File: config.mk
export PLATFORM = sky130hd
export DESIGN_NAME = dsp_operand_stager_flat
export DESIGN_NICKNAME = d
export VERILOG_FILES = /design/src/rtl/dsp_stage_pkg.sv /design/src/rtl/dsp_operand_stager_if.sv /design/src/rtl/dsp_operand_stager_skid_buffer2.sv /design/src/rtl/dsp_operand_stager.sv /design/src/flat_wrapper.sv
export SDC_FILE = /design/constraint.sdc
export NUM_CORES = 1
export LEC_CHECK = 0
export ABC_CLOCK_PERIOD_IN_PS = 4700
export BUFFER_PORTS_ARGS = -buffer_cell sky130_fd_sc_hd__buf_2
export CORE_MARGIN = 1.5
export CORE_UTILIZATION = 55
export CTS_BUF_LIST = sky130_fd_sc_hd__clkbuf_8
export CTS_CLUSTER_DIAMETER = 60
export CTS_CLUSTER_SIZE = 24
export DETAILED_ROUTE_END_ITERATION = 6
export PLACE_DENSITY = 0.86
export SYNTH_ARGS = -nofsm -noshare
export SYNTH_HDL_FRONTEND = slang
export SYNTH_HIERARCHICAL = 1
export SYNTH_SLANG_ARGS = --single-unit
File: constraint.sdc
create_clock -name clk -period 4.7 [get_ports clk]
set_input_delay 0.47 -clock clk [delete_from_list [all_inputs] [get_ports clk]]
set_output_delay 0.47 -clock clk [all_outputs]
set_load 0.05 [all_outputs]
File: src/rtl/dsp_stage_pkg.sv
// Shared widths, operand-set record and buffer-state encoding for the DSP operand stager.
package dsp_stage_pkg;

   localparam int A_W_DEF   = 17;
   localparam int EXT_W_DEF = 34;
   localparam int C_W_DEF   = 32;
   localparam int CNT_W_DEF = 16;

   typedef struct packed {
      logic [A_W_DEF-1:0] a;
      logic [A_W_DEF-1:0] b;
      logic [C_W_DEF-1:0] c;
   } operand_set_t;

   typedef enum logic [1:0] {
      BUF_EMPTY = 2'd0,
      BUF_ONE   = 2'd1,
      BUF_FULL  = 2'd2
   } buf_state_t;

endpackage

File: src/rtl/dsp_operand_stager_if.sv
// Upstream/downstream bundle of the DSP operand stager; master drives operands, slave is the stager.
interface dsp_operand_stager_if
   import dsp_stage_pkg::*;
#(
   parameter int EXT_W = EXT_W_DEF,
   parameter int C_W   = C_W_DEF,
   parameter int CNT_W = CNT_W_DEF
) ();

   // Valid/ready: a transfer happens on a rising edge where valid & ready are both 1;
   // a source holding valid keeps its data stable until that edge, ready may not depend on valid.
   logic             in_valid;
   logic             in_ready;
   logic [EXT_W-1:0] in_a;
   logic [EXT_W-1:0] in_b;
   logic [C_W-1:0]   in_c;
   logic             flush;
   logic             out_valid;
   logic             out_ready;
   logic [EXT_W-1:0] out_a;
   logic [EXT_W-1:0] out_b;
   logic [C_W-1:0]   out_c;
   logic [CNT_W-1:0] accept_cnt;
   logic             range_err;
   buf_state_t       buf_state;

   modport master (
      output in_valid, in_a, in_b, in_c, flush, out_ready,
      input  in_ready, out_valid, out_a, out_b, out_c, accept_cnt, range_err, buf_state
   );

   modport slave (
      input  in_valid, in_a, in_b, in_c, flush, out_ready,
      output in_ready, out_valid, out_a, out_b, out_c, accept_cnt, range_err, buf_state
   );

endinterface

File: src/rtl/dsp_operand_stager_skid_buffer2.sv
// Generic 2-entry valid/ready buffer: head register feeds the output, skid register absorbs one extra beat.
module skid_buffer2
   import dsp_stage_pkg::*;
#(
   parameter int W = 8
) (
   input  logic         clk,
   input  logic         rst_n,
   input  logic         flush_i,
   input  logic         in_valid_i,
   output logic         in_ready_o,
   input  logic [W-1:0] in_data_i,
   output logic         out_valid_o,
   input  logic         out_ready_i,
   output logic [W-1:0] out_data_o,
   output buf_state_t   state_o
);

   buf_state_t   state_q;
   logic         in_ready_q;
   logic         out_valid_q;
   logic [W-1:0] head_q;
   logic [W-1:0] skid_q;
   logic         push;
   logic         pop;

   assign push = in_valid_i & in_ready_q;
   assign pop  = out_valid_q & out_ready_i;

   always_ff @(posedge clk or negedge rst_n) begin
      if (!rst_n) begin
         state_q     <= BUF_EMPTY;
         in_ready_q  <= 1'b0;
         out_valid_q <= 1'b0;
         head_q      <= '0;
         skid_q      <= '0;
      end else if (flush_i) begin
         state_q     <= BUF_EMPTY;
         in_ready_q  <= 1'b1;
         out_valid_q <= 1'b0;
      end else begin
         case (state_q)
            BUF_EMPTY: begin
               in_ready_q <= 1'b1;
               if (push) begin
                  head_q      <= in_data_i;
                  out_valid_q <= 1'b1;
                  state_q     <= BUF_ONE;
               end
            end
            BUF_ONE: begin
               if (push && pop) begin
                  head_q <= in_data_i;
               end else if (push) begin
                  skid_q     <= in_data_i;
                  in_ready_q <= 1'b0;
                  state_q    <= BUF_FULL;
               end else if (pop) begin
                  out_valid_q <= 1'b0;
                  state_q     <= BUF_EMPTY;
               end
            end
            BUF_FULL: begin
               // in_ready is low here, so a pop is the only way out
               if (pop) begin
                  head_q     <= skid_q;
                  in_ready_q <= 1'b1;
                  state_q    <= BUF_ONE;
               end
            end
            default: begin
               state_q     <= BUF_EMPTY;
               in_ready_q  <= 1'b1;
               out_valid_q <= 1'b0;
            end
         endcase
      end
   end

   assign in_ready_o  = in_ready_q;
   assign out_valid_o = out_valid_q;
   assign out_data_o  = head_q;
   assign state_o     = state_q;

endmodule

File: src/rtl/dsp_operand_stager.sv
// Stages {a,b,c} for the multiply-shift-add stage: narrows a/b to A_W bits, counts accepts.
// Build option DSP_STAGER_RANGE_CHECK_EN: clamp out-of-range a/b and raise sticky range_err.
module dsp_operand_stager
   import dsp_stage_pkg::*;
#(
   parameter int A_W   = A_W_DEF,
   parameter int EXT_W = EXT_W_DEF,
   parameter int C_W   = C_W_DEF,
   parameter int CNT_W = CNT_W_DEF
) (
   input logic                  clk,
   input logic                  rst_n,
   dsp_operand_stager_if.slave  bus
);

   localparam int               DW      = 2 * A_W + C_W;
   localparam logic [A_W-1:0]   A_MAX   = '1;
   localparam logic [CNT_W-1:0] CNT_ONE = {{(CNT_W-1){1'b0}}, 1'b1};

   logic [A_W-1:0]   fmt_a;
   logic [A_W-1:0]   fmt_b;
   logic             a_over;
   logic             b_over;
   logic             in_ready_w;
   logic             push;
   logic [DW-1:0]    buf_in;
   logic [DW-1:0]    buf_out;
   logic [CNT_W-1:0] accept_cnt_q;

   assign push   = bus.in_valid & in_ready_w;
   assign a_over = |bus.in_a[EXT_W-1:A_W];
   assign b_over = |bus.in_b[EXT_W-1:A_W];

`ifdef DSP_STAGER_RANGE_CHECK_EN
   logic range_err_q;

   assign fmt_a = a_over ? A_MAX : bus.in_a[A_W-1:0];
   assign fmt_b = b_over ? A_MAX : bus.in_b[A_W-1:0];

   // Sticky until reset; flush does not clear it
   always_ff @(posedge clk or negedge rst_n) begin
      if (!rst_n) begin
         range_err_q <= 1'b0;
      end else if (push && (a_over || b_over)) begin
         range_err_q <= 1'b1;
      end
   end

   assign bus.range_err = range_err_q;
`else
   logic unused_over;

   assign fmt_a         = bus.in_a[A_W-1:0];
   assign fmt_b         = bus.in_b[A_W-1:0];
   assign unused_over   = a_over | b_over;
   assign bus.range_err = 1'b0;
`endif

   assign buf_in = {fmt_a, fmt_b, bus.in_c};

   skid_buffer2 #(
      .W (DW)
   ) u_buf (
      .clk         (clk),
      .rst_n       (rst_n),
      .flush_i     (bus.flush),
      .in_valid_i  (bus.in_valid),
      .in_ready_o  (in_ready_w),
      .in_data_i   (buf_in),
      .out_valid_o (bus.out_valid),
      .out_ready_i (bus.out_ready),
      .out_data_o  (buf_out),
      .state_o     (bus.buf_state)
   );

   // A handshake in a flush cycle still counts even though its data is dropped
   always_ff @(posedge clk or negedge rst_n) begin
      if (!rst_n) begin
         accept_cnt_q <= '0;
      end else if (push) begin
         accept_cnt_q <= accept_cnt_q + CNT_ONE;
      end
   end

   assign bus.in_ready   = in_ready_w;
   assign bus.out_a      = {{(EXT_W-A_W){1'b0}}, buf_out[DW-1 -: A_W]};
   assign bus.out_b      = {{(EXT_W-A_W){1'b0}}, buf_out[C_W +: A_W]};
   assign bus.out_c      = buf_out[C_W-1:0];
   assign bus.accept_cnt = accept_cnt_q;

endmodule

File: src/flat_wrapper.sv
// flat-port wrapper written by rule: the top's interface ports become plain ports
module dsp_operand_stager_flat import dsp_stage_pkg::*;
#(
   parameter int A_W   = A_W_DEF,
   parameter int EXT_W = EXT_W_DEF,
   parameter int C_W   = C_W_DEF,
   parameter int CNT_W = CNT_W_DEF
)
  (clk, rst_n, bus_in_valid, bus_in_a, bus_in_b, bus_in_c, bus_flush, bus_out_ready, bus_in_ready, bus_out_valid, bus_out_a, bus_out_b, bus_out_c, bus_accept_cnt, bus_range_err, bus_buf_state);
  dsp_operand_stager_if #(.EXT_W(EXT_W), .C_W(C_W), .CNT_W(CNT_W)) bus_i ();
  input logic clk;
  input logic rst_n;
  input wire logic [$bits(bus_i.in_valid)-1:0] bus_in_valid;
  input wire logic [$bits(bus_i.in_a)-1:0] bus_in_a;
  input wire logic [$bits(bus_i.in_b)-1:0] bus_in_b;
  input wire logic [$bits(bus_i.in_c)-1:0] bus_in_c;
  input wire logic [$bits(bus_i.flush)-1:0] bus_flush;
  input wire logic [$bits(bus_i.out_ready)-1:0] bus_out_ready;
  output wire logic [$bits(bus_i.in_ready)-1:0] bus_in_ready;
  output wire logic [$bits(bus_i.out_valid)-1:0] bus_out_valid;
  output wire logic [$bits(bus_i.out_a)-1:0] bus_out_a;
  output wire logic [$bits(bus_i.out_b)-1:0] bus_out_b;
  output wire logic [$bits(bus_i.out_c)-1:0] bus_out_c;
  output wire logic [$bits(bus_i.accept_cnt)-1:0] bus_accept_cnt;
  output wire logic [$bits(bus_i.range_err)-1:0] bus_range_err;
  output wire logic [$bits(bus_i.buf_state)-1:0] bus_buf_state;
  assign bus_i.in_valid = bus_in_valid;
  assign bus_i.in_a = bus_in_a;
  assign bus_i.in_b = bus_in_b;
  assign bus_i.in_c = bus_in_c;
  assign bus_i.flush = bus_flush;
  assign bus_i.out_ready = bus_out_ready;
  assign bus_in_ready = bus_i.in_ready;
  assign bus_out_valid = bus_i.out_valid;
  assign bus_out_a = bus_i.out_a;
  assign bus_out_b = bus_i.out_b;
  assign bus_out_c = bus_i.out_c;
  assign bus_accept_cnt = bus_i.accept_cnt;
  assign bus_range_err = bus_i.range_err;
  assign bus_buf_state = bus_i.buf_state;
  dsp_operand_stager #(.A_W(A_W), .EXT_W(EXT_W), .C_W(C_W), .CNT_W(CNT_W)) u_core (.clk(clk), .rst_n(rst_n), .bus(bus_i));
endmodule
# Yosys cells after proc, flatten, opt, wreduce, memory -nomap -nowiden
# Cells that the tools add are included.
dict set report totals {
  in_bits 105
  output_inout_bits 121
  regBits 152
}
dict set report classes {
  n_eq_ne 13
  n_reduce_logical 8
  n_mux 22
  bitwise_logic 4
  addsub 1
}
# cell n
set ops {}
lappend ops {{66-bit 2-to-1 mux} 3}
lappend ops {{66-bit case mux with 3 select lines} 1}
lappend ops {{3-bit != test (second input constant)} 6}
lappend ops {{16-bit by 1-bit adder with 16-bit output (second input constant)} 1}
lappend ops {{2-bit 2-to-1 mux} 6}
lappend ops {{5-bit AND reduction} 2}
lappend ops {{1-bit 2-to-1 mux} 9}
lappend ops {{2-bit != test (second input constant)} 4}
lappend ops {{4-bit AND reduction} 2}
lappend ops {{2-bit case mux with 3 select lines} 1}
lappend ops {{4-bit != test (second input constant)} 1}
lappend ops {{1-bit case mux with 3 select lines} 1}
lappend ops {{3-bit AND reduction} 1}
lappend ops {{3-bit nonzero test} 1}
lappend ops {{1-bit AND} 2}
lappend ops {{2-bit by 1-bit == test with 1-bit output (second input constant)} 1}
lappend ops {{2-bit == test (second input constant)} 1}
lappend ops {{2-bit logical NOT} 1}
lappend ops {{1-bit NOT} 2}
lappend ops {{1-bit case mux with 2 select lines} 1}
lappend ops {{1-bit logical AND} 1}

# Depth between registers and ports, before layout
# Gate-level depths: netlist of run 1.
dict set report depth {
  depth_word 6
  mapped_depth 6
  ltp_nobuf 5
}

# Hierarchy
# Netlist of run 1, hierarchy kept.
# mod cells_per_inst n_inst seq_area_each_um2 area_per_inst_um2
set modules_own_cells {}
lappend modules_own_cells {skid_buffer2 528 1 3403.3 5660.4}
lappend modules_own_cells {dsp_operand_stager 96 1 400.4 1019.7}

# Worst setup path after synthesis of run 1
# OpenSTA, ideal clock, no wires.
dict set report synth_timing {
  kind {register to register}
  from {register u_core.u_buf.state_q[1] (netlist: u_core/u_buf/state_o[1])}
  to {register u_core.u_buf.skid_q[25]}
  path_stages_with_launch 6
  synth_period_minus_slack_ns 1.845
  required_ns 4.575
  arrival_time_ns 1.720
  setup_time_ns 0.125
  path_slack_ns 2.855
  path_buffers 2
  path_cell_list {dfrtp_1 and2b_1 nand4_1 buf_4 buf_6 mux2_2}
}
dict set report synth_between {
  elab_chain_len 2
}
# item line_no
set synth_rtl {}
lappend synth_rtl {{start, declared} dsp_operand_stager_skid_buffer2.sv:19} ;# buf_state_t state_q;
lappend synth_rtl {{start signal, assigned} dsp_operand_stager_skid_buffer2.sv:32} ;# state_q <= BUF_EMPTY;
lappend synth_rtl {{start signal, assigned} dsp_operand_stager_skid_buffer2.sv:38} ;# state_q <= BUF_EMPTY;
lappend synth_rtl {{start signal, assigned} dsp_operand_stager_skid_buffer2.sv:48} ;# state_q <= BUF_ONE;
lappend synth_rtl {{2-bit by 1-bit == test with 1-bit output} dsp_operand_stager_skid_buffer2.sv:42} ;# case (state_q)
lappend synth_rtl {{4-bit AND reduction (no source line)} --}
lappend synth_rtl {{end signal, assigned} dsp_operand_stager_skid_buffer2.sv:55} ;# skid_q <= in_data_i;
lappend synth_rtl {{end, declared} dsp_operand_stager_skid_buffer2.sv:23} ;# logic [W-1:0] skid_q;
# No other way between the ends.
# A chain may end at the register's enable or synchronous reset.

# Worst setup path in the final report of run 1
dict set report layout_timing {
  from {register u_core.u_buf.state_q[1] (netlist: u_core/u_buf/state_o[1])}
  to {register u_core.u_buf.skid_q[45]}
}
# The elaborated chain is that of the path after synthesis.

==> results of run 1 <==
metal layers:
layer	GRT usage	vias up	routed length, um
met1	0.276	2339	5930
met2	0.362	179	6680
met5	0	-	12
met4	0.0975	2	292
li1	-	2335	-
met3	0.0712	28	964
synth_stat cells, drive strengths merged:
cell type,n
xnor2,9
ha,1
a2bb2oi,1
and3,4
a31oi,66
buf,56
nand3,4
conb,1
a21boi,2
nor2,72
mux2,67
a22oi,1
o21ai,1
nand4,7
dfrtp,152
nand2b,1
nand4bb,1
a21oi,2
nand4b,1
and2b,1
nor2b,1
clkbuf,16
nor3,1
nand2,137
o21bai,1
xor2,7
nor4,1
and4,2
and2,1
inv,4
o22ai,2
or3,1
area by class of cell:
| type | count | area (sq um) | area share |
|---|---|---|---|
| Clock buffer | 25 | 344 | 0.0438 |
| Multi-Input combinational cell | 430 | 2540 | 0.323 |
| Clock inverter | 7 | 113 | 0.0143 |
| Timing Repair Buffer | 164 | 862 | 0.110 |
| Tap cell | 147 | 184 | 0.0234 |
| Sequential cell | 152 | 3800 | 0.484 |
| Inverter | 4 | 15.0 | 0.00191 |
state kept, by name (all words and copies together), names as in the netlist:
register	flops
u_core/u_buf/out_valid_o	1
u_core/u_buf/out_data_o	66
u_core/bus.accept_cnt	16
u_core/u_buf/skid_q	66
u_core/u_buf/in_ready_o	1
u_core/u_buf/state_o	2
final timing paths:
check | start | to | slack, ps
setup / recovery | u_core/u_buf/state_o[1] | u_core/u_buf/skid_q[45] | 2060
hold / removal | bus_in_a[2] | u_core/u_buf/skid_q[51] | 260
setup reg to reg | u_core/u_buf/state_o[1] | u_core/u_buf/skid_q[45] | 2060
hold reg to reg | u_core/bus.accept_cnt[15] | u_core/bus.accept_cnt[15] | 470
max in group asynchronous | rst_n | u_core/bus.accept_cnt[10] | 3150
min in group asynchronous | rst_n | u_core/u_buf/out_data_o[44] | 480
per-stage QoR:
step / util / power (mW) / setup slack (ps)
after floorplan: - / 3.40 / 2860
after global placement: 0.621 / 3.75 / 2020
after detailed placement: 0.621 / 3.82 / 1940
after CTS: 0.660 / 4.92 / 1990
after global routing: 0.660 / 5.13 / 1900
final: 0.660 / 4.89 / 2060
report_power, final:
group,internal [mW],switching [mW]
clock network,0.636,0.459
registers,1.79,0.275
logic,0.530,1.20
cell families (layout without fill, tap and decap cells):
logic type               Yosys count  count (layout)
AND/OR/NAND/NOR                  235             235
adder cells (fa/ha/maj)            1               1
multiplexers                      67              67
flip-flops                       152             152
XOR/XNOR                          16              16
buffers and inverters             76             200
AO/OA/AOI/OAI                     76              76
other                              1              35
repair_timing:
item / in CTS / in global routing
endpoints found under the hold margin: 37 / 0
buffers inserted: 0 / 0
hold buffers: 1 / 0
worst reg2reg max path, stage by stage (launching register included):
cell     delay (ps)
dfrtp_1         470
and2b_1         260
nand4_1         840
buf_4           600
mux2_2          340
==> qor.txt, run 1 <==
status: finished clean
CTS Root Cell: clkbuf_8
minimum clock period after layout: 2640 ps
chain of cells forming the critical path: and2b_1 > nand4_1 > buf_4 > mux2_2
mean routed wirelength per cell: 14.9 um
max cap viols: 0
number of standard-cell rows in the floorplan: 40
Fin. Hold Viols: 0
worst relative slew slack: 0.280
number of instances on the worst hold path: 2
CTS tree: done
Post-Route Skew: 10.3 ps
largest family of logic cells by synthesized area: simple AND/OR/NAND/NOR gates
post-place instance area: 0.00739 sq mm
fillcell total: 936
cell area after synthesis: 0.00668 sq mm
# setup viols final: 0
height of the die: 113 um
P_leak: 3.76 nW
compound-cell area share of the yosys netlist: 0.0727
share of synthesized area spent on multiplexers: 0.113
portion of the clock cycle consumed by the worst path in the final layout: 0.561
sum of routed wire length over all layers: 13900 um
# resized after CTS: 0
Core Footprint: 0.0119 sq mm
number of buffers added by the clock tree synthesis step: 17
ANT cells: 0
number of instances in the placed design: 896
slowest CP cell: nand4_1
overall via count from detail_route: 4883
power density over the cells: 622 mW/mm^2
critical path launch point type: flop
adder and majority gate portion of the synthesized area: 0.00187
mean post-synth cell area: 10.7 sq um
fin nets: 875
most frequent standard cell in the layout excluding fill and tap cells: buf_2
kind of critical path: flop to flop
critical path fanouts, max: 28
first-pass GRT wire length: 22200 um
Yosys cell types: 41
latest clock arrival within the worst-skew pair: 450 ps
largest net degree at the start of global routing: 97
total gr overflow: 0
overall global routing resource usage: 0.223
setup repair after global routing missed its margin: false
max-slew violation count: 0
router iterations before antenna repair: 4
number of synthesis warnings: 6
buffers plus inverters on the worst setup path: 1
synthesis-to-finish area growth: 17.7%
worst hold-check slack: 264 ps
library cell occupying the most area in the post-synthesis netlist: dfrtp_1
share of Yosys cell area claimed by the top area cell type: 0.569
reg2reg path depth: 4
cell types occupying the most area after synthesis: dfrtp_1 57%, mux2_2 11%, nand2_1 7.7%
Layout Cells excl Fill: 929
number of global-route vias before repair: 4543
clk buf depth: 2
worst hold-check path type: input port to flop
largest delay contributor family on the critical path: simple AND/OR/NAND/NOR gates
starting utilization of the core area: 0.561
Levels on crit path: 4
Die Outline Area: 0.0128 sq mm
post-synthesis simple-gate area fraction: 0.148
number of top-level pins: 226
Design Area, Final: 0.00786 sq mm
number of design-rule violations left by the first detailed-router iteration: 378
# port buffers: 156
H-tree depth: 4
highest-count cells in the layout ignoring fill and taps: 155 x buf_2, 152 x dfrtp_1, 137 x nand2_1, 71 x nor2_1, 67 x mux2_2
parity-gate share of the synthesized area counting xor and xnor cells: 0.0221
share of post-route cells with drive strength above 1: 0.345
crit-path max cell delay: 840 ps
Worst Setup End Kind: flop
count of unresolved DRC violations after routing: 0
Die X-Extent: 113 um
portion of the post-synthesis area used by sequential elements: 0.569
clock slew at the register clock pins of the worst setup and hold paths: 80 ps
initial antenna violation count: 1
Crit path required time: 5030 ps
Worst IR Drop VDD: 0.386 mV
DP HPWL: 9170 um
fmax: 379 MHz
Setup TNS Final: 0 ps
Worst-Margin Slew: 1080 ps
Final ANT Viol Nets: 0
Gate Count Post-Synth: 624
crit path DAT: 2960 ps
final estimated routing congestion in global placement: 0.802
Vias/cell: 5.26
Yosys reg bits: 152
number of sinks on the clock net: 152
No activity file was read; power rests on OpenSTA's default activity.
==> run 2, diff against run 1 <==
--- a/config.mk
+++ b/config.mk
@@ -5,15 +5,15 @@
 export SDC_FILE = /design/constraint.sdc
 export NUM_CORES = 1
 export LEC_CHECK = 0
-export ABC_CLOCK_PERIOD_IN_PS = 4700
+export ABC_CLOCK_PERIOD_IN_PS = 2700
 export BUFFER_PORTS_ARGS = -buffer_cell sky130_fd_sc_hd__buf_2
 export CORE_MARGIN = 1.5
-export CORE_UTILIZATION = 55
+export CORE_UTILIZATION = 52
 export CTS_BUF_LIST = sky130_fd_sc_hd__clkbuf_8
 export CTS_CLUSTER_DIAMETER = 60
 export CTS_CLUSTER_SIZE = 24
 export DETAILED_ROUTE_END_ITERATION = 6
-export PLACE_DENSITY = 0.86
+export PLACE_DENSITY = 0.82
 export SYNTH_ARGS = -nofsm -noshare
 export SYNTH_HDL_FRONTEND = slang
 export SYNTH_HIERARCHICAL = 1
==> constraint.sdc (replaced) <==
create_clock -name clk -period 2.7 [get_ports clk]
set_input_delay 0.27 -clock clk [delete_from_list [all_inputs] [get_ports clk]]
set_output_delay 0.27 -clock clk [all_outputs]
set_load 0.05 [all_outputs]
==> run 2 against run 1 <==
Net effect: clock power up 70%; combinational power up 75%; worst setup slack lost 1300 ps; critical endpoint is now u_core/u_buf/skid_q[5]; global-route usage shrank 0.98 points; non-clock buffer count increased by 5; largest cell class unchanged; clock skew shrank 3.1 ps; first-iteration DRC count is 49% lower; count of clock-buffer cells in the layout shrank 4; sequential power is 74% higher; cell area grew 0.91%.
==> qor.txt, run 2 (synthesis gave the netlist of run 1 again) <==
Vias/cell: 5.04 (was 5.26)
# setup viols final: 0 (unchanged)
highest-count cells in the layout ignoring fill and taps: 155 x buf_2, 152 x dfrtp_1, 137 x nand2_1, 71 x nor2_1, 67 x mux2_2 (unchanged)
startpoint of the most critical register-to-register path: u_core/u_buf/state_o[1] (unchanged)
NetSw: 3.34 mW (was 1.93 mW)
portion of the clock cycle consumed by the worst path in the final layout: 0.735 (was 0.561)
count of unresolved DRC violations after routing: 0 (unchanged)
Final ANT Viol Nets: 0 (unchanged)
Clk network pwr share: 0.221 (was 0.224)
Worst IR Drop VDD: 0.611 mV (was 0.386 mV)
overall via count from detail_route: 4820 (was 4883)
sequential power share: 0.422 (about the same)
minimum setup slack in the final design: 716 ps (was 2060 ps)
reg2reg path depth: 5 (was 4)
Die X-Extent: 116 um (was 113 um)
sum of routed wire length over all layers: 13800 um (was 13900 um)
Crit path required time: 3030 ps (was 5030 ps)
critical path launch point type: flop (unchanged)
Fin. Hold Viols: 0 (unchanged)
P_leak: 3.78 nW (was 3.76 nW)
clk buf depth: 2 (unchanged)
latest clock arrival within the worst-skew pair: 440 ps (was 450 ps)
overall global routing resource usage: 0.213 (was 0.223)
number of standard-cell rows in the floorplan: 41 (was 40)
timing endpoint of the critical path: u_core/u_buf/skid_q[5] (was u_core/u_buf/skid_q[45])
CTS Root Cell: clkbuf_8 (unchanged)
number of global-route vias before repair: 4530 (was 4543)
fin nets: 880 (was 875)
synthesis-to-finish area growth: 18.7% (was 17.7%)
number of buffers added by the clock tree synthesis step: 17 (unchanged)
# port buffers: 156 (unchanged)
fmax: 504 MHz (was 379 MHz)
H-tree depth: 4 (unchanged)
starting utilization of the core area: 0.532 (was 0.561)
beginning of the critical path: u_core/u_buf/state_o[1] (unchanged)
status: finished clean (unchanged)
Worst Setup End Kind: flop (unchanged)
mean routed wirelength per cell: 14.5 um (was 14.9 um)
critical path fanouts, max: 21 (was 28)
initial antenna violation count: 0 (was 1)
switching power share of the total: 0.394 (was 0.395)
register-to-register path setup slack: 720 ps (was 2060 ps)
Die Outline Area: 0.0135 sq mm (was 0.0128 sq mm)
minimum clock period after layout: 1980 ps (was 2640 ps)
final total power: 8.48 mW (was 4.89 mW)
post-placement setup slack: 723 ps (was 1940 ps)
largest net degree at the start of global routing: 69 (was 97)
number of top-level pins: 226 (unchanged)
Layout Cells excl Fill: 956 (was 929)
total gr overflow: 0 (unchanged)
max-slew violation count: 0 (unchanged)
Post-Route Skew: 7.22 ps (was 10.3 ps)
number of design-rule violations left by the first detailed-router iteration: 193 (was 378)
crit path DAT: 2320 ps (was 2960 ps)
number of instances in the placed design: 926 (was 896)
clock slew at the register clock pins of the worst setup and hold paths: 80 ps (about the same)
ANT cells: 0 (unchanged)
number of sinks on the clock net: 152 (unchanged)
number of instances on the worst hold path: 2 (unchanged)
Worst R2R End: u_core/u_buf/skid_q[5] (was u_core/u_buf/skid_q[45])
share of post-route cells with drive strength above 1: 0.349 (was 0.345)
DP HPWL: 9220 um (was 9170 um)
height of the die: 116 um (was 113 um)
router iterations before antenna repair: 4 (unchanged)
max cap viols: 0 (unchanged)
most frequent standard cell in the layout excluding fill and tap cells: buf_2 (unchanged)
Comb pwr share: 0.357 (was 0.354)
Core Footprint: 0.0126 sq mm (was 0.0119 sq mm)
CTS tree: done (unchanged)
power density over the cells: 1070 mW/mm^2 (was 622 mW/mm^2)
setup repair after global routing missed its margin: false (unchanged)
worst hold-check path type: input port to flop (unchanged)
worst relative slew slack: 0.565 (was 0.280)
Power Internal: 5.13 mW (was 2.95 mW)
Worst-Margin Slew: 653 ps (was 1080 ps)
kind of critical path: flop to flop (unchanged)
final estimated routing congestion in global placement: 0.720 (was 0.802)
Setup TNS Final: 0 ps (unchanged)
first-pass GRT wire length: 22000 um (was 22200 um)
run 2: layer usage:
layer	routed length, um	share of wire	track usage	vias to the layer above
met5	0	0	0	-
met4	258	0.019	0.0902	0
met3	1020	0.074	0.0737	20
met2	6720	0.49	0.344	148
met1	5820	0.42	0.263	2307
li1	-	-	-	2345
run 2: critical path, stage by stage, from the launching register on:
cell and delay [ps]:
dfrtp_1 490, and2b_1 240, nand4_1 120, buf_4 330
buf_4 310, mux2_2 360
run 2: worst min-delay path by stage:
stage	from	end	slack [ps]
2_1_floorplan	rst_n	u_core/bus.accept_cnt[0]	-30
3_3_place_gp	rst_n	u_core/u_buf/skid_q[63]	310
3_5_place_dp	rst_n	u_core/u_buf/skid_q[63]	300
4_1_cts	bus_in_c[9]	u_core/u_buf/skid_q[9]	40
5_1_grt	bus_in_c[9]	u_core/u_buf/skid_q[9]	40
6_report	bus_in_c[9]	u_core/u_buf/skid_q[9]	70
run 2: cell type report:
class	instances	area [sq um]
Tap cell	172	215
Fill cell	1049	4640
Clock buffer	21	289
Multi-Input combinational cell	430	2540
Clock inverter	8	145
Sequential cell	152	3800
Timing Repair Buffer	169	925
Inverter	4	15.0
run 2: timing repair:
item | in CTS | in global routing
resized for setup | 0 | 0
buffers inserted | 0 | 0
endpoints found under the hold margin | 61 | 0
hold buffers | 1 | 0
run 2: per-stage QoR:
step           instance area, sq um  utilization  hold WS (ps)
2_1_floorplan                  6810            -         -25.6
3_3_place_gp                   7490        0.596           306
3_5_place_dp                   7490        0.596           299
4_1_cts                        7930        0.631          36.0
5_1_grt                        7930        0.631          41.1
6_report                       7930        0.631          66.7
run 2: power groups by stage:
stage / sequential (mW) / combinational [mW] / clock [mW]
finish: 3.58 / 3.03 / 1.87
detailed placement: 3.62 / 3.05 / 0
CTS: 3.58 / 3.05 / 1.92
global route: 3.69 / 3.23 / 2.01
floorplan: 4.79 / 1.13 / 0
global placement: 3.56 / 2.98 / 0
==> run 3, diff against run 2 <==
--- a/config.mk
+++ b/config.mk
@@ -5,15 +5,15 @@
 export SDC_FILE = /design/constraint.sdc
 export NUM_CORES = 1
 export LEC_CHECK = 0
-export ABC_CLOCK_PERIOD_IN_PS = 2700
+export ABC_CLOCK_PERIOD_IN_PS = 1800
 export BUFFER_PORTS_ARGS = -buffer_cell sky130_fd_sc_hd__buf_2
 export CORE_MARGIN = 1.5
-export CORE_UTILIZATION = 52
+export CORE_UTILIZATION = 47
 export CTS_BUF_LIST = sky130_fd_sc_hd__clkbuf_8
 export CTS_CLUSTER_DIAMETER = 60
 export CTS_CLUSTER_SIZE = 24
 export DETAILED_ROUTE_END_ITERATION = 6
-export PLACE_DENSITY = 0.82
+export PLACE_DENSITY = 0.78
 export SYNTH_ARGS = -nofsm -noshare
 export SYNTH_HDL_FRONTEND = slang
 export SYNTH_HIERARCHICAL = 1
==> constraint.sdc (replaced) <==
create_clock -name clk -period 1.8 [get_ports clk]
set_input_delay 0.18 -clock clk [delete_from_list [all_inputs] [get_ports clk]]
set_output_delay 0.18 -clock clk [all_outputs]
set_load 0.05 [all_outputs]
==> run 3 against run 2 <==
Net effect: core utilization hardly changed; count of clock-buffer cells in the layout is 3 lower; flip-flop and latch count stayed put; combinational power is 55% higher; sequential power is 50% higher; first-iteration DRC count is 70% higher; critical path type unchanged; critical endpoint is now u_core/u_buf/skid_q[32]; largest cell class unchanged; largest power group unchanged; highest routed layer unchanged.
==> qor.txt, run 3 (synthesis gave the netlist of run 1 again) <==
overall global routing resource usage: 0.212 (was 0.213)
minimum setup slack in the final design: 140 ps (was 716 ps)
Layout Cells excl Fill: 1039 (was 956)
buffers plus inverters on the worst setup path: 2 (unchanged)
crit-path max cell delay: 470 ps (was 490 ps)
worst hold-check path type: input port to flop (unchanged)
height of the die: 122 um (was 116 um)
total gr overflow: 0 (unchanged)
critical path launch point type: flop (unchanged)
post-place instance area: 0.00761 sq mm (was 0.00749 sq mm)
Worst IR Drop VDD: 0.822 mV (was 0.611 mV)
power density over the cells: 1500 mW/mm^2 (was 1070 mW/mm^2)
sum of routed wire length over all layers: 15000 um (was 13800 um)
# setup viols final: 0 (unchanged)
clk buf depth: 2 (unchanged)
most frequent standard cell in the layout excluding fill and tap cells: buf_2 (unchanged)
Vias/cell: 4.97 (was 5.04)
Post-Route Skew: 8.00 ps (was 7.22 ps)
synthesis-to-finish area growth: 31.1% (was 18.7%)
starting utilization of the core area: 0.481 (was 0.532)
chain of cells forming the critical path: and2b_1 > nand4_1 > buf_12 > buf_12 > mux2_2 (was and2b_1 > nand4_1 > buf_4 > buf_4 > mux2_2)
most used cell, CP: buf_12 (was buf_4)
number of design-rule violations left by the first detailed-router iteration: 329 (was 193)
Die X-Extent: 122 um (was 116 um)
Core Footprint: 0.0139 sq mm (was 0.0126 sq mm)
Design Area, Final: 0.00876 sq mm (was 0.00793 sq mm)
final total power: 13.1 mW (was 8.48 mW)
portion of the clock cycle consumed by the worst path in the final layout: 0.922 (was 0.735)
reg2reg path depth: 5 (unchanged)
highest-count cells in the layout ignoring fill and taps: 155 x buf_2, 151 x dfrtp_1, 137 x nand2_1, 71 x nor2_1, 68 x dlygate4sd3_1 (was 155 x buf_2, 152 x dfrtp_1, 137 x nand2_1, 71 x nor2_1, 67 x mux2_2)
initial antenna violation count: 0 (unchanged)
latest clock arrival within the worst-skew pair: 450 ps (was 440 ps)
number of global-route vias before repair: 5057 (was 4530)
fin nets: 952 (was 880)
final estimated routing congestion in global placement: 0.795 (was 0.720)
slowest CP cell: dfrtp_2 (was dfrtp_1)
setup repair after global routing missed its margin: false (unchanged)
Crit path required time: 2140 ps (was 3030 ps)
mean routed wirelength per cell: 14.5 um (about the same)
status: finished clean (unchanged)
kind of critical path: flop to flop (unchanged)
critical path fanouts, max: 25 (was 21)
CTS Root Cell: clkbuf_8 (unchanged)
number of instances on the worst hold path: 3 (was 2)
number of standard-cell rows in the floorplan: 43 (was 41)
number of buffers added by the clock tree synthesis step: 17 (unchanged)
overall via count from detail_route: 5165 (was 4820)
# resized after CTS: 0 (unchanged)
Fin. Hold Viols: 0 (unchanged)
DP HPWL: 9290 um (was 9220 um)
max cap viols: 0 (unchanged)
# port buffers: 156 (unchanged)
clock slew at the register clock pins of the worst setup and hold paths: 80 ps (about the same)
share of post-route cells with drive strength above 1: 0.329 (was 0.349)
Worst Setup End Kind: flop (unchanged)
router iterations before antenna repair: 6 (was 4)
fmax: 602 MHz (was 504 MHz)
Setup TNS Final: 0 ps (unchanged)
CTS tree: done (unchanged)
H-tree depth: 4 (unchanged)
count of unresolved DRC violations after routing: 0 (unchanged)
post-placement setup slack: 175 ps (was 723 ps)
Die Outline Area: 0.0149 sq mm (was 0.0135 sq mm)
first-pass GRT wire length: 24600 um (was 22000 um)
minimum clock period after layout: 1660 ps (was 1980 ps)
crit path DAT: 2000 ps (was 2320 ps)
ANT cells: 0 (unchanged)
P_leak: 4.12 nW (was 3.78 nW)
number of instances in the placed design: 939 (was 926)
max-slew violation count: 0 (unchanged)
number of top-level pins: 226 (unchanged)
largest net degree at the start of global routing: 73 (was 69)
Levels on crit path: 5 (unchanged)
largest delay contributor family on the critical path: flip-flops (was buffers and inverters)
number of sinks on the clock net: 152 (unchanged)
Final ANT Viol Nets: 0 (unchanged)
==> run 3: final timing paths <==
check	from	end	slack, ps
max in group asynchronous	rst_n	u_core/u_buf/out_data_o[38]	1050
hold / removal	bus_in_valid	u_core/u_buf/state_o[1]	50
hold reg to reg	u_core/bus.accept_cnt[15]	u_core/bus.accept_cnt[15]	490
min in group asynchronous	rst_n	u_core/u_buf/skid_q[56]	170
setup reg to reg	u_core/u_buf/state_o[1]	u_core/u_buf/skid_q[32]	140
setup / recovery	u_core/u_buf/state_o[1]	u_core/u_buf/skid_q[32]	140
==> run 3: tightest hold or removal path, cell delays in order <==
cell and delay [ps]:
buf_2 140, nand3_1 80, a21boi_0 80
==> run 3: area by class of cell <==
class                      count  area, sq um
sequential                   152         3800
fill                        1080         5120
timing repair buffer         241         1710
clock inverter                14          221
inverter                       4         15.0
clock buffer                  18          248
tap                          180          225
multi-input combinational    430         2540
==> run 3: timing repair <==
| item | CTS | global route |
|---|---|---|
| setup buffers | 0 | 0 |
| hold endpoints to repair | 286 | 0 |
| hold buffers | 68 | 0 |
==> run 3: metrics by stage <==
stage,hold WS [ps],utilization
2_1_floorplan,-116,-
3_3_place_gp,80.5,0.548
3_5_place_dp,81.7,0.548
4_1_cts,20.3,0.631
5_1_grt,53.3,0.631
6_report,55.0,0.631
==> run 3: layer usage <==
metal  GRT usage  share of wire  up-vias
met4      0.0719          0.014        0
met3      0.0669          0.065       16
met1       0.271           0.44     2486
met2       0.344           0.48      180
met5           0              0        -
li1            -              -     2483
==> run 3: power by group <==
group | internal [mW] | total (mW) | switching [mW]
Combinational | 1.52 | 4.70 | 3.18
Clock | 1.70 | 3.02 | 1.32
Sequential | 4.67 | 5.38 | 0.714
Total | 7.89 | 13.1 | 5.21
